==> config.mk <==
export PLATFORM = sky130hd
export DESIGN_NAME = hs_join_fork_ctrl
export DESIGN_NICKNAME = d
export VERILOG_FILES = /design/src/rtl/hs_join_fork_ctrl.sv
export SDC_FILE = /design/constraint.sdc
export NUM_CORES = 1
export LEC_CHECK = 0
export CORE_MARGIN = 2
export CORE_UTILIZATION = 50
export CTS_CLUSTER_SIZE = 24
export DETAILED_ROUTE_END_ITERATION = 10
export DONT_BUFFER_PORTS = 1
export SLEW_MARGIN = 15
export SYNTH_ARGS = -nofsm -noshare
export SYNTH_HDL_FRONTEND = slang
export SYNTH_SLANG_ARGS = --single-unit
==> constraint.sdc <==
create_clock -name clk_i -period 2.3 [get_ports clk_i]
set_clock_uncertainty 0.15 [all_clocks]
set_input_delay 0.23 -clock clk_i [delete_from_list [all_inputs] [get_ports clk_i]]
set_output_delay 0.23 -clock clk_i [all_outputs]
set_load 0.02 [all_outputs]
==> src/rtl/hs_join_fork_ctrl.sv <==
// Clocked 4-phase handshake stage controller: N_IN-way join, latch enable with a
// programmable matched delay, N_OUT-way return-to-zero fork, error flag and token counter.
module hs_join_fork_ctrl #(
    parameter int N_IN    = 3,
    parameter int N_OUT   = 4,
    parameter int DELAY_W = 8,
    parameter int CNT_W   = 16
) (
    input  logic               clk_i,
    input  logic               rst_ni,
    input  logic [N_IN-1:0]    req_in_i,
    output logic [N_IN-1:0]    ack_in_o,
    output logic [N_OUT-1:0]   req_out_o,
    input  logic [N_OUT-1:0]   ack_out_i,
    input  logic               start_i,
    input  logic [DELAY_W-1:0] delay_i,
    output logic               en_o,
    output logic               busy_o,
    output logic               err_o,
    output logic [CNT_W-1:0]   tokens_o
);

    localparam logic [1:0] ST_IDLE      = 2'd0;
    localparam logic [1:0] ST_LATCH     = 2'd1;
    localparam logic [1:0] ST_DELAY     = 2'd2;
    localparam logic [1:0] ST_HANDSHAKE = 2'd3;

    logic [1:0]         state_reg, state_next;
    logic [DELAY_W-1:0] cnt_reg, cnt_next;
    logic               internal_reg, internal_next;
    logic               ack_in_reg, ack_in_next;
    logic [N_OUT-1:0]   req_out_reg, req_out_next;
    logic [N_OUT-1:0]   hi_reg, hi_next;
    logic [N_OUT-1:0]   done_reg, done_next;
    logic               en_reg, en_next;
    logic               busy_reg, busy_next;
    logic               err_reg, err_next;
    logic [CNT_W-1:0]   tokens_reg, tokens_next;
    logic [N_IN-1:0]    req_prev_reg;
    logic [N_OUT-1:0]   ack_prev_reg;

    logic [N_OUT-1:0]   ack_spurious;
    logic               req_withdrawn;
    logic               start_busy;
    logic               hs_exit;

    // An ack may only rise on a branch that is requesting or already mid-RTZ.
    generate
        for (genvar gi = 0; gi < N_OUT; gi++) begin : g_branch_err
            assign ack_spurious[gi] = ack_out_i[gi] & ~ack_prev_reg[gi]
                                    & ~req_out_reg[gi] & ~hi_reg[gi];
        end
    endgenerate

    assign req_withdrawn = (|(req_prev_reg & ~req_in_i)) && (state_reg == ST_IDLE) && !ack_in_reg;
    assign start_busy    = start_i && busy_reg;
    assign hs_exit       = (state_reg == ST_HANDSHAKE) && (&done_reg) && (!ack_in_reg || internal_reg);

    always_comb begin
        state_next    = state_reg;
        cnt_next      = cnt_reg;
        internal_next = internal_reg;
        ack_in_next   = ack_in_reg;
        req_out_next  = req_out_reg;
        hi_next       = hi_reg;
        done_next     = done_reg;
        en_next       = 1'b0;
        tokens_next   = tokens_reg;

        case (state_reg)
            ST_IDLE: begin
                if (&req_in_i) begin
                    state_next    = ST_LATCH;
                    en_next       = 1'b1;
                    cnt_next      = delay_i;
                    internal_next = 1'b0;
                end else if (start_i) begin
                    // Internal token skips the latch cycle, so one count is spent here.
                    internal_next = 1'b1;
                    if (delay_i == '0) begin
                        state_next   = ST_HANDSHAKE;
                        req_out_next = '1;
                    end else begin
                        state_next = ST_DELAY;
                        cnt_next   = delay_i - 1'b1;
                    end
                end
            end
            ST_LATCH: begin
                ack_in_next = 1'b1;
                if (cnt_reg == '0) begin
                    state_next   = ST_HANDSHAKE;
                    req_out_next = '1;
                end else begin
                    state_next = ST_DELAY;
                    cnt_next   = cnt_reg - 1'b1;
                end
            end
            ST_DELAY: begin
                if (cnt_reg == '0) begin
                    state_next   = ST_HANDSHAKE;
                    req_out_next = '1;
                end else begin
                    cnt_next = cnt_reg - 1'b1;
                end
            end
            default: begin
                req_out_next = req_out_reg & ~ack_out_i;
                hi_next      = hi_reg | (ack_out_i & req_out_reg);
                done_next    = done_reg | (hi_reg & ~ack_out_i);
                if (hs_exit) begin
                    state_next    = ST_IDLE;
                    hi_next       = '0;
                    done_next     = '0;
                    internal_next = 1'b0;
                    tokens_next   = tokens_reg + 1'b1;
                end
            end
        endcase

        // Input side returns to zero independently of the fork.
        if (ack_in_reg && (req_in_i == '0)) begin
            ack_in_next = 1'b0;
        end

        busy_next = (state_next != ST_IDLE);
        err_next  = err_reg | (|ack_spurious) | req_withdrawn | start_busy;
    end

    always_ff @(posedge clk_i or negedge rst_ni) begin
        if (!rst_ni) begin
            state_reg    <= ST_IDLE;
            cnt_reg      <= '0;
            internal_reg <= 1'b0;
            ack_in_reg   <= 1'b0;
            req_out_reg  <= '0;
            hi_reg       <= '0;
            done_reg     <= '0;
            en_reg       <= 1'b0;
            busy_reg     <= 1'b0;
            err_reg      <= 1'b0;
            tokens_reg   <= '0;
            req_prev_reg <= '0;
            ack_prev_reg <= '0;
        end else begin
            state_reg    <= state_next;
            cnt_reg      <= cnt_next;
            internal_reg <= internal_next;
            ack_in_reg   <= ack_in_next;
            req_out_reg  <= req_out_next;
            hi_reg       <= hi_next;
            done_reg     <= done_next;
            en_reg       <= en_next;
            busy_reg     <= busy_next;
            err_reg      <= err_next;
            tokens_reg   <= tokens_next;
            req_prev_reg <= req_in_i;
            ack_prev_reg <= ack_out_i;
        end
    end

    assign ack_in_o  = {N_IN{ack_in_reg}};
    assign req_out_o = req_out_reg;
    assign en_o      = en_reg;
    assign busy_o    = busy_reg;
    assign err_o     = err_reg;
    assign tokens_o  = tokens_reg;

endmodule

==> results of run 1 <==
layout by cell type (no fill, tap or decap), drive strengths merged, types with 3 or more instances in the layout:
master	instances
inv	23
nor2	22
a21o	4
a21oi	9
o211ai	6
clkbuf	5
o21ai	10
ha	10
nand3	7
xnor2	13
a222oi	5
xor2	9
and3	7
nand2	21
dfrtp	50
buf	8
nor4	4
nand4	7
dlygate4sd3	9
nor2b	3
a31oi	9
nor3	8
layer usage:
metal | wire length (microns) | global-route usage [%] | share of wire [%] | up-vias
met5 | 0 | 0 | 0 | -
met4 | 32 | 4.094 | 0.61 | 0
met3 | 343 | 5.423 | 6.5 | 3
met2 | 2379 | 31.01 | 45 | 63
met1 | 2527 | 28.51 | 48 | 910
li1 | - | - | - | 942
where the power goes:
part	switching, mW	total [mW]	internal, mW
sequential	0.00388	0.892	0.888
clock	0.278	0.598	0.320
combinational	0.0688	0.108	0.0394
total	0.351	1.60	1.25
final cells by class:
type                       instances  area (sq um)
fill                             442          2143
clock buffer                       5         68.82
tap                               70         87.58
multi-input combinational        176          1196
inverter                          23         86.33
sequential                        50          1251
timing repair buffer              17         170.2
clock inverter                     2         38.79
through the flow:
stage	hold WS (ns)	util (%)
CTS	0.003177	57.34
floorplan	-0.2156	-
finish	0.01185	57.49
global route	0.02222	57.49
detailed placement	-0.2144	52.88
global placement	-0.2144	52.88
final timing paths:
path                                               from                      end  cells after the start
worst min-delay path                       ack_out_i[3]  done_reg[3]$_DFFE_PN0N_                      3
worst max register to register   state_reg[0]$_DFF_PN0_   cnt_reg[2]$_DFFE_PN0P_                      7
worst min register to register  done_reg[0]$_DFFE_PN0N_  done_reg[0]$_DFFE_PN0N_                      2
max in group asynchronous                        rst_ni   state_reg[1]$_DFF_PN0_                      2
min in group asynchronous                        rst_ni  tokens_o[5]$_DFFE_PN0P_                      2
worst max-delay path             state_reg[0]$_DFF_PN0_   cnt_reg[2]$_DFFE_PN0P_                      7
what timing repair did:
item / CTS / global route
endpoints found under the setup margin: 0 / 4
hold buffers: 10 / 0
hold endpoints to repair: 67 / 0
gates resized for setup: 0 / 2
kinds of logic (layout without fill, tap and decap cells):
group           Yosys count  in the layout  synth area share (%)
simple gates             90             90                 19.36
compound gates           53             53                 14.11
flops                    50             50                 48.64
buf+inv                  30             47                 5.155
xor+xnor                 22             22                 7.490
fa+ha+maj                10             10                 4.864
mux                       1              1                0.3891
worst min-delay path, delay by kind of cell:
family / cells / cell delay, ns
compound gates: 1 / 0.08
simple gates: 1 / 0.07
buf+inv: 1 / 0.05
==> flow_metrics.tcl, run 1 <==
set metrics [dict create \
    status "completed" \
    areaGrowthSynthToFinish_pct 12.69 \
    place_area_sq_um 2666 \
    avgRoutedWirePerCell_microns 15.40 \
    p_leak_nw 1.302 \
    htree_levels 2 \
    path_delay_family "buffers and inverters" \
    relSlewSlack_pct 63.92 \
    cp_cell_sequence "inv_1, ha_1, buf_4, nor2_1, o22ai_1, buf_4, a222oi_1" \
    fin_crit_sh_pct 88.88 \
    cp.buffers_inverters 3 \
    yosysMostFrequentCell "dfrtp_1" \
    cts_tree "done" \
    yosys-top-cells-count "dfrtp_1, inv_1, nor2_1" \
    ios 44 \
    rsz0062_at_grt "false" \
    row_count 26 \
    async_reset_ff_share_pct 100.0 \
    peakVddDrop_v 0.0003516 \
    synth_edf_count 0 \
    synthesis.area_sq_um 2572 \
    die-area_sq_um 5735 \
    fp.coreArea_sq_um 5042 \
    start_util_pct 51.02 \
    r2r_slack_ns 0.26 \
    nets 301 \
    fin_ws_ns 0.2557 \
    cap_violations 0 \
    slew_violations 0 \
    finalNonFillerCells 343 \
    hp-class "in2reg" \
    yosysTopAreaCellShare_pct 48.64 \
    synth_seq_area_share_pct 48.64 \
    vias 1918 \
    postCtsSetupBuffers 0 \
    first_global_vias 1910 \
    grt_pass1_wl_microns 8707 \
    p_total_mw 1.599 \
    cts-root-buf "clkbuf_8" \
    gr-usage-all-layers_pct 20.05 \
    cpMostUsedCell "buf_4" \
    place_inst 326 \
    cp-start-kind "flip-flop" \
    synth_seq_cells 50 \
    worstMarginPinSlew_ns 0.5337 \
    pre_cts_ws_ns 0.09830 \
    largest_register_ffs 16 \
    drc 0 \
    dpl.hpwl_microns 3734 \
    arrival_ns 2.08 \
    hold_viol 0 \
    first_pass_iters 4 \
    clockBufferDepth 2 \
    avgSynthCellArea_sq_um 10.05 \
    ys_types 44 \
    die_w_microns 75.73 \
    final_area_sq_um 2899 \
    layout-drive-gt1-share_pct 9.158 \
    synth_area_leader_cell "dfrtp_1" \
    setup_tns_ns 0 \
    setup_viol 0 \
    grt_max_degree 51 \
    gp_congestion 0.8157 \
    end_kind "flip-flop" \
    insertion_delay_ns 0.30 \
    synth_ff_type "dfrtp_1" \
    antenna_found_initial 0 \
    synthTopCellsByArea "dfrtp_1, ha_1, xnor2_1, inv_1, nor2_1" \
    path_clk_slew_ns 0.09 \
    syn_inst 256 \
    overflow 0 \
    finalCriticalPeriod_ns 2.044 \
    wl_microns 5283 \
    critPathKind "reg2reg" \
    worst_ep_required_time_ns 2.34 \
    drtAntennaViolNets 0 \
    viasPerCell 5.592 \
    syn-num-nets 284 \
    yosys_warnings 0 \
    path_max_fanout 12 \
    crit_path_max_incr_delay_ns 0.44 \
    cts_buffers 5 \
    power.density_nw_per_um2 551.4 \
    dieHeight_microns 75.73 \
    cpMaxStageDelayCell "dfrtp_1" \
    fmax_mhz 489.2 \
    diodes 0 \
    port_buffers 0 \
    drtIter0Drc 156 \
    clock_sinks 50 \
]
No activity file was read; power rests on OpenSTA's default activity.
==> inputs of run 2 (changes only) <==
SKIP_CTS_REPAIR_TIMING = 1   (was not set)
==> run 2 against run 1 <==
The flow now finishes with violations (hold timing). Via count decreased by 0.52%. Clock power about the same. Fmax hardly changed. Core utilization is the same. Setup slack worse by 0.00082 ns. Register-to-register slack hardly changed. Highest routed layer unchanged.
==> flow_metrics.tcl, run 2 (synthesis gave the netlist of run 1 again) <==
set metrics [dict create \
    worstMarginPinSlew_ns 0.5333 \
    slew_violations 0 \
    finalCriticalPeriod_ns 2.045 \
    row_count 26 \
    vias 1908 \
    fp.coreArea_sq_um 5042 \
    critPathKind "reg2reg" \
    grt_max_degree 51 \
    cp-start-kind "flip-flop" \
    grtUsageMet1_pct 27.19 \
    switchingPower_mw 0.3503 \
    met3_usage_pct 6.085 \
    clockBufferDepth 2 \
    relSlewSlack_pct 63.95 \
    hp-class "in2reg" \
    timing.hold.ws_ns -0.03438 \
    viasPerCell 5.563 \
    ios 44 \
    gp_congestion 0.8157 \
    violations "hold timing" \
    status "complete, but fails checks" \
    hold_viol 2 \
    gr-usage-all-layers_pct 19.42 \
    layout_common_cells "dfrtp_1, inv_1, nor2_1, nand2_1, xnor2_1" \
    power.density_nw_per_um2 551.2 \
    end_kind "flip-flop" \
    drtIter0Drc 150 \
    grt_pass1_wl_microns 8438 \
    port_buffers 0 \
    dieHeight_microns 75.73 \
    largest_register_ffs 16 \
    die_w_microns 75.73 \
    arrival_ns 2.08 \
    layout-drive-gt1-share_pct 9.158 \
    areaGrowthSynthToFinish_pct 12.69 \
    path_clk_slew_ns 0.09 \
    p_total_mw 1.598 \
    fin_util_pct 57.49 \
    avgRoutedWirePerCell_microns 15.37 \
    nets 301 \
    cap_violations 0 \
    setup_viol 0 \
    p_seq_share_pct 55.8 \
    path_max_fanout 12 \
    clock_sinks 50 \
    insertion_delay_ns 0.30 \
    first_pass_iters 4 \
    cts_buffers 5 \
    drc 0 \
    cts-root-buf "clkbuf_8" \
    p_leak_nw 1.302 \
    rsz0062_at_grt "false" \
    overflow 0 \
    layout_commonest_cell "dfrtp_1" \
    wl_microns 5271 \
    grt.met2_usage_pct 29.86 \
    cts_tree "done" \
    fmax_mhz 489.0 \
    pwr-share-comb_pct 6.7 \
    swShare_pct 21.92 \
    start_util_pct 51.02 \
    setup_tns_ns 0 \
    worst_ep_required_time_ns 2.34 \
    first_global_vias 1843 \
    die-area_sq_um 5735 \
    htree_levels 2 \
    clkPwrFrac_pct 37.5 \
    p_int_mw 1.248 \
    diodes 0 \
    peakVddDrop_v 0.0003516 \
    drtAntennaViolNets 0 \
    top_usage_layer "met2" \
    antenna_found_initial 0 \
    fin_crit_sh_pct 88.92 \
    dpl.hpwl_microns 3734 \
]
-- run 2: cell counts in the layout (fill, tap and decap cells not counted) --
Identical to the previous run, type by type.
-- run 2: worst paths after layout --
path                                         start                       to  slack, ns  depth (start not counted)
max in group asynchronous                   rst_ni   state_reg[1]$_DFF_PN0_       1.49                          2
min in group asynchronous                   rst_ni  tokens_o[5]$_DFFE_PN0P_       0.28                          2
min reg2reg                done_reg[0]$_DFFE_PN0N_  done_reg[0]$_DFFE_PN0N_       0.38                          2
min                                   ack_out_i[1]    hi_reg[1]$_DFFE_PN0N_      -0.03                          2
max                         state_reg[0]$_DFF_PN0_   cnt_reg[2]$_DFFE_PN0P_       0.25                          7
max reg2reg                 state_reg[0]$_DFF_PN0_   cnt_reg[2]$_DFFE_PN0P_       0.25                          7
-- run 2: cell type report --
cell class / instances / area [sq um]
fill: 442 / 2143
timing repair buffer: 17 / 170.2
inverter: 23 / 86.33
clock buffer: 5 / 68.82
sequential: 50 / 1251
multi-input combinational: 176 / 1196
clock inverter: 2 / 38.79
tap: 70 / 87.58
-- run 2: power by group through the flow --
| stage | registers, mW | logic (mW) | clock network [mW] |
|---|---|---|---|
| 3_5_place_dp | 0.910 | 0.0702 | 0 |
| 5_1_grt | 0.894 | 0.120 | 0.651 |
| 6_report | 0.892 | 0.107 | 0.599 |
| 3_3_place_gp | 0.911 | 0.0698 | 0 |
| 4_1_cts | 0.893 | 0.0706 | 0.626 |
| 2_1_floorplan | 0.913 | 0.0665 | 0 |
-- run 2: worst max-delay path: stages (launching register included) --
cell	delay [ns]
dfrtp_1	0.44
inv_1	0.09
ha_1	0.33
buf_4	0.17
nor2_1	0.12
o22ai_1	0.11
buf_4	0.19
a222oi_1	0.34
-- run 2: metrics by stage --
| stage | worst slack, ns | area, sq um | instances | hold WS (ns) |
|---|---|---|---|---|
| floorplan | 0.3889 | 2572 | 256 | -0.2156 |
| global placement | 0.1492 | 2666 | 326 | -0.2144 |
| detailed placement | 0.09830 | 2666 | 326 | -0.2144 |
| CTS | 0.1066 | 2774 | 333 | -0.5506 |
| global route | 0.04556 | 2899 | 343 | 0.001298 |
| finish | 0.2549 | 2899 | 343 | -0.03438 |
-- run 2: per-layer routing --
layer / vias to the layer above / wire length [microns] / part of all wire, %
met1: 909 / 2551 / 48
li1: 940 / - / -
met2: 56 / 2373 / 45
met3: 3 / 313 / 5.9
met5: - / 0 / 0
met4: 0 / 32 / 0.61
==> edit 1: new RTL, config.mk and constraints of run 2 <==
Set the parameter `N_OUT` to 6 (it was 4).
--- a/src/rtl/hs_join_fork_ctrl.sv
+++ b/src/rtl/hs_join_fork_ctrl.sv
@@ -2,7 +2,7 @@
 // programmable matched delay, N_OUT-way return-to-zero fork, error flag and token counter.
 module hs_join_fork_ctrl #(
     parameter int N_IN    = 3,
-    parameter int N_OUT   = 4,
+    parameter int N_OUT   = 6,
     parameter int DELAY_W = 8,
     parameter int CNT_W   = 16
 ) (
Ports: changed (resized ack_out_i and req_out_o); port bits go from 44 to 48. No check against the original RTL was run, so the function may have changed too.
==> edit 1 against run 2 <==
The flow still finishes with violations (hold timing). Worst hold slack worse by 0.020 ns. Sequential cell count up 8. First-iteration DRC count decreased by 6.0%. Synthesized area is 11% higher. Global-route usage grew 2.7 points. Synthesized cell count is 9.4% higher. Wire length grew 21%. Setup slack worse by 0.13 ns. Final cell count is 10% higher. Final area up 13%.
Power is not compared: it rests on default switching activity, and its combinational part moved more than twofold at a synthesized area within 25%.
==> edit 1: results (changes against run 2) <==
- Routed wire length: 6.37 mm (+21%)
- Post-Route M1 WL: 2.86 mm (+12%)
- Final Non-Filler Cells: 378 (+10%)
- Synth area leaders: dfrtp_1, xnor2_1, ha_1
- First-pass GRT wire length: 10.5 mm (+24%)
- Nets: 332 (+10%)
- DP Worst Slack: 0.0941 ns (-0.00421 ns)
- CTS H-tree lvls: 3 (+1)
- Synth Net Count: 310 (+9.2%)
- HPWL after DPL: 4.36 mm (+17%)
- Via/cell ratio: 5.75 (+3.4%)
- Sequential element share of the synthesized area: 0.511 (+0.0242)
- Yosys cell types: 46 (+4.5%)
- Outcome: finished, violations left
- Clock-pin slew on the worst setup and hold paths: 0.06 ns (-0.03 ns)
- Post-synth top cells: dfrtp_1, nand2_1, inv_1, nor2_1, xnor2_1
- Router iterations before antenna repair: 7 (+3)
- Slew @ Worst Pin: 0.476 ns (-0.0568 ns)
- Gpl congestion: 0.786 (-3.6%)
- Failing checks: hold timing
- Syn_area_per_cell: 10.2 um^2 (+1.0%)
- Routed wl met3: 395 um (+26%)
- Largest net degree at the start of global routing: 59 (+16%)
- Placed instance area: 2950 um^2 (+11%)
- Crit Path Max Fanout: 13 (+1)
- Hold Vio Cnt, Final: 1 (-1)
- Ratio of cells with drive above 1 in the final layout: 0.111 (+0.0195)
- # fillers: 496 (+12%)
- Iter 0 DRT Violations: 141 (-6.0%)
- Arrival @ worst endpoint: 2.29 ns (+0.21 ns)
- WL met2: 3.05 mm (+28%)
- Hold WS: -0.0539 ns (-0.0195 ns)
edit 1: worst paths after layout:
check / slack, ns / endpoint / from
worst max-delay path: 0.13 / cnt_reg[3] / state_reg[0]
worst min-delay path: -0.05 / hi_reg[3] / ack_out_i[3]
worst max register to register: 0.13 / cnt_reg[3] / state_reg[0]
worst min register to register: 0.35 / done_reg[4] / done_reg[4]
max in group asynchronous: 1.48 / err_o / rst_ni
min in group asynchronous: 0.29 / done_reg[4] / rst_ni
edit 1: cell type report:
| type | count | area, um^2 | area share |
|---|---|---|---|
| flip-flops and latches | 58 | 1450 | 0.442 |
| clock buffers | 12 | 145 | 0.0442 |
| inverters | 22 | 82.6 | 0.0252 |
| well taps | 72 | 90.1 | 0.0275 |
| clock inverters | 3 | 40.0 | 0.0122 |
| multi-input cells | 189 | 1260 | 0.384 |
| repair buffers | 22 | 213 | 0.0648 |
edit 1: logic make-up after synthesis:
logic type,Yosys count,share of synthesized area
fa+ha+maj,10,0.0440
simple gates,100,0.183
flops,58,0.511
buf+inv,33,0.0506
xor+xnor,22,0.0678
compound gates,55,0.136
mux,2,0.00748
edit 1: power by group through the flow:
stage               Sequential [W]  Combinational (W)  Clock, W
floorplan                  0.00159            0.00105         0
global placement           0.00164            0.00131         0
detailed placement         0.00165            0.00133         0
CTS                        0.00164            0.00135  0.000927
global route               0.00168            0.00158  0.000973
finish                     0.00164            0.00139  0.000902
edit 1: worst max-delay path: cells and delay by family, from the launching register on:
family,cells,cell delay (ns)
buffers and inverters,1,0.10
AND/OR/NAND/NOR,1,0.18
adder cells (fa/ha/maj),1,0.38
AO/OA/AOI/OAI,3,0.89
flip-flops,1,0.41
edit 1: routing by layer:
metal  vias to the layer above  GRT usage
li1                       1047          -
met1                      1066      0.286
met2                        55      0.345
met3                         6     0.0837
met4                         0     0.0672
met5                         -          0
==> edit 2: new RTL, settings of run 2 <==
Without the edit above. Register the output `err_o` once more, without a reset; this adds one clock of latency there. The other outputs are not delayed to match.
--- a/src/rtl/hs_join_fork_ctrl.sv
+++ b/src/rtl/hs_join_fork_ctrl.sv
@@ -163,7 +163,9 @@
     assign req_out_o = req_out_reg;
     assign en_o      = en_reg;
     assign busy_o    = busy_reg;
-    assign err_o     = err_reg;
+    always_ff @(posedge clk_i) begin
+        err_o <= err_reg;
+    end
     assign tokens_o  = tokens_reg;
 
 endmodule
Behaviour: not the same (a bounded check fails within 4 cycles, from zero or initial values and one cycle with rst_ni low).
==> edit 2 against run 2 <==
The flow still finishes with violations (hold timing). Total power fell by 3.4%. Final area up 0.17%. Sequential cell count up 1. Wire length fell by 0.97%. Setup slack worse by 0.067 ns. Worst hold slack gained 0.014 ns. Synthesized area up 0.78%. Critical endpoint is now cnt_reg[0].
==> edit 2: results (changes against run 2) <==
- Post-Route M1 WL: 2.47 mm (-3.4%)
- VDD IR max: 0.482 mV (+37%)
- Clk network pwr share: 0.343 (-0.032)
- Syn. warnings: 0 (unchanged)
- Met3 Usage GRT: 0.0746 (+0.0138)
- Inverters, non-clock: 23 (unchanged)
- Yosys cell types: 45 (+2.3%)
- P_sw: 0.000377 W (+7.6%)
- Syn_area_per_cell: 10.1 um^2 (+0.39%)
- CTS H-tree lvls: 2 (unchanged)
- CTS Buffer Depth: 2 (unchanged)
- Data buffer area share: 0.0551 (-0.00355)
- Clock-pin slew on the worst setup and hold paths: 0.09 ns (about the same)
- Iter 0 DRT Violations: 99 (-34%)
- Crit Path Max Fanout: 8 (-4)
- Synth area leaders: dfrtp_1, ha_1, xnor2_1
- Critical Path Max Stage Delay: 0.44 ns (about the same)
- Arrival @ worst endpoint: 2.15 ns (+0.07 ns)
- Fraction of area in multi-input gates: 0.414 (+0.00101)
- Sequential element share of the synthesized area: 0.490 (+0.00397)
- Async SR Flop Fraction: 0.980 (-0.0196)
- Synth Net Count: 285 (+0.35%)
- Outcome: finished, violations left
- # clock sinks: 51 (+2.0%)
- Slew @ Worst Pin: 0.446 ns (-0.0872 ns)
- Via count: 1900 (-0.42%)
- First-pass GRT wire length: 9.15 mm (+8.4%)
- Worst path top cell family by delay: compound AO/OA/AOI/OAI gates
- Signal buffers: 16 (-1)
- Failing checks: hold timing
- # fillers: 442 (unchanged)
- Lkg Pwr: 1.30 nW (-0.39%)
- M2 GR Usage: 0.287 (-0.0119)
- Antenna diode count: 0 (unchanged)
- Routed wl met3: 403 um (+29%)
- Worst skew pair latency: 0.30 ns (about the same)
- Gpl congestion: 0.789 (-3.2%)
- Ratio of cells with drive above 1 in the final layout: 0.102 (+0.0106)
- Via/cell ratio: 5.52 (-0.71%)
- WL met2: 2.30 mm (-2.9%)
- HPWL after DPL: 3.80 mm (+1.9%)
- Seq area share: 0.438 (+0.00658)
- Grt met1 use: 0.276 (+0.00398)
- Post-Place Cells: 327 (+0.31%)
- Sw frac: 0.244 (+0.0250)
- Nets: 301 (unchanged)
- Hold Vio Cnt, Final: 1 (-1)
- Clock buf/inv share: 0.0332 (-0.00394)
- Combinational power: 0.000104 W
- GRT Util Overall: 0.196 (+0.00173)
- Post-synth top cells: dfrtp_1, inv_1, nor2_1
- Hold WS: -0.0207 ns (+0.0137 ns)
- Initial antenna violation count: 0 (unchanged)
- Port bufs: 0 (unchanged)
- Clk Tree Root Cell: clkbuf_8
- Routed wire length: 5.22 mm (-0.97%)
edit 2: cell count changes after synthesis, sizes merged:
| cell | run 2 | this run |
|---|---|---|
| dfxtp | 0 | 1 |
edit 2: worst reg2reg max path, cell delays in order, from the launching register on:
cell      delay [ns]
dfrtp_1         0.44
inv_1           0.09
ha_2            0.41
inv_1           0.07
a21oi_1         0.20
o22ai_1         0.14
buf_4           0.19
o311ai_0        0.32
edit 2: logic make-up after synthesis:
group | count (synthesis) | synth area share
AO/OA/AOI/OAI | 53 | 0.140
XOR/XNOR | 22 | 0.0743
adder cells (fa/ha/maj) | 10 | 0.0483
buffers and inverters | 30 | 0.0512
flip-flops | 51 | 0.490
multiplexers | 1 | 0.00386
AND/OR/NAND/NOR | 90 | 0.192
edit 2: path summary, 6_finish.rpt:
check	cells past startpoint	startpoint	end	slack, ns
max	7	state_reg[1]	cnt_reg[0]	0.19
min	2	start_i	internal_reg	-0.02
min reg2reg	0	err_reg	err_o	0.27
max in group asynchronous	2	rst_ni	state_reg[0]	1.49
min in group asynchronous	2	rst_ni	tokens_o[2]	0.26
max reg2reg	7	state_reg[1]	cnt_reg[0]	0.19
edit 2: stage by stage:
stage | power [W] | area, um^2 | util | setup slack, ns | hold slack, ns
4_1_cts | 0.00154 | 2780 | 0.552 | 0.0674 | -0.554
6_report | 0.00154 | 2900 | 0.576 | 0.188 | -0.0207
2_1_floorplan | 0.000997 | 2590 | - | 0.389 | -0.216
3_3_place_gp | 0.000996 | 2690 | 0.533 | 0.119 | -0.215
5_1_grt | 0.00163 | 2900 | 0.576 | 0.0137 | 0.0205
3_5_place_dp | 0.000996 | 2690 | 0.533 | 0.0970 | -0.215
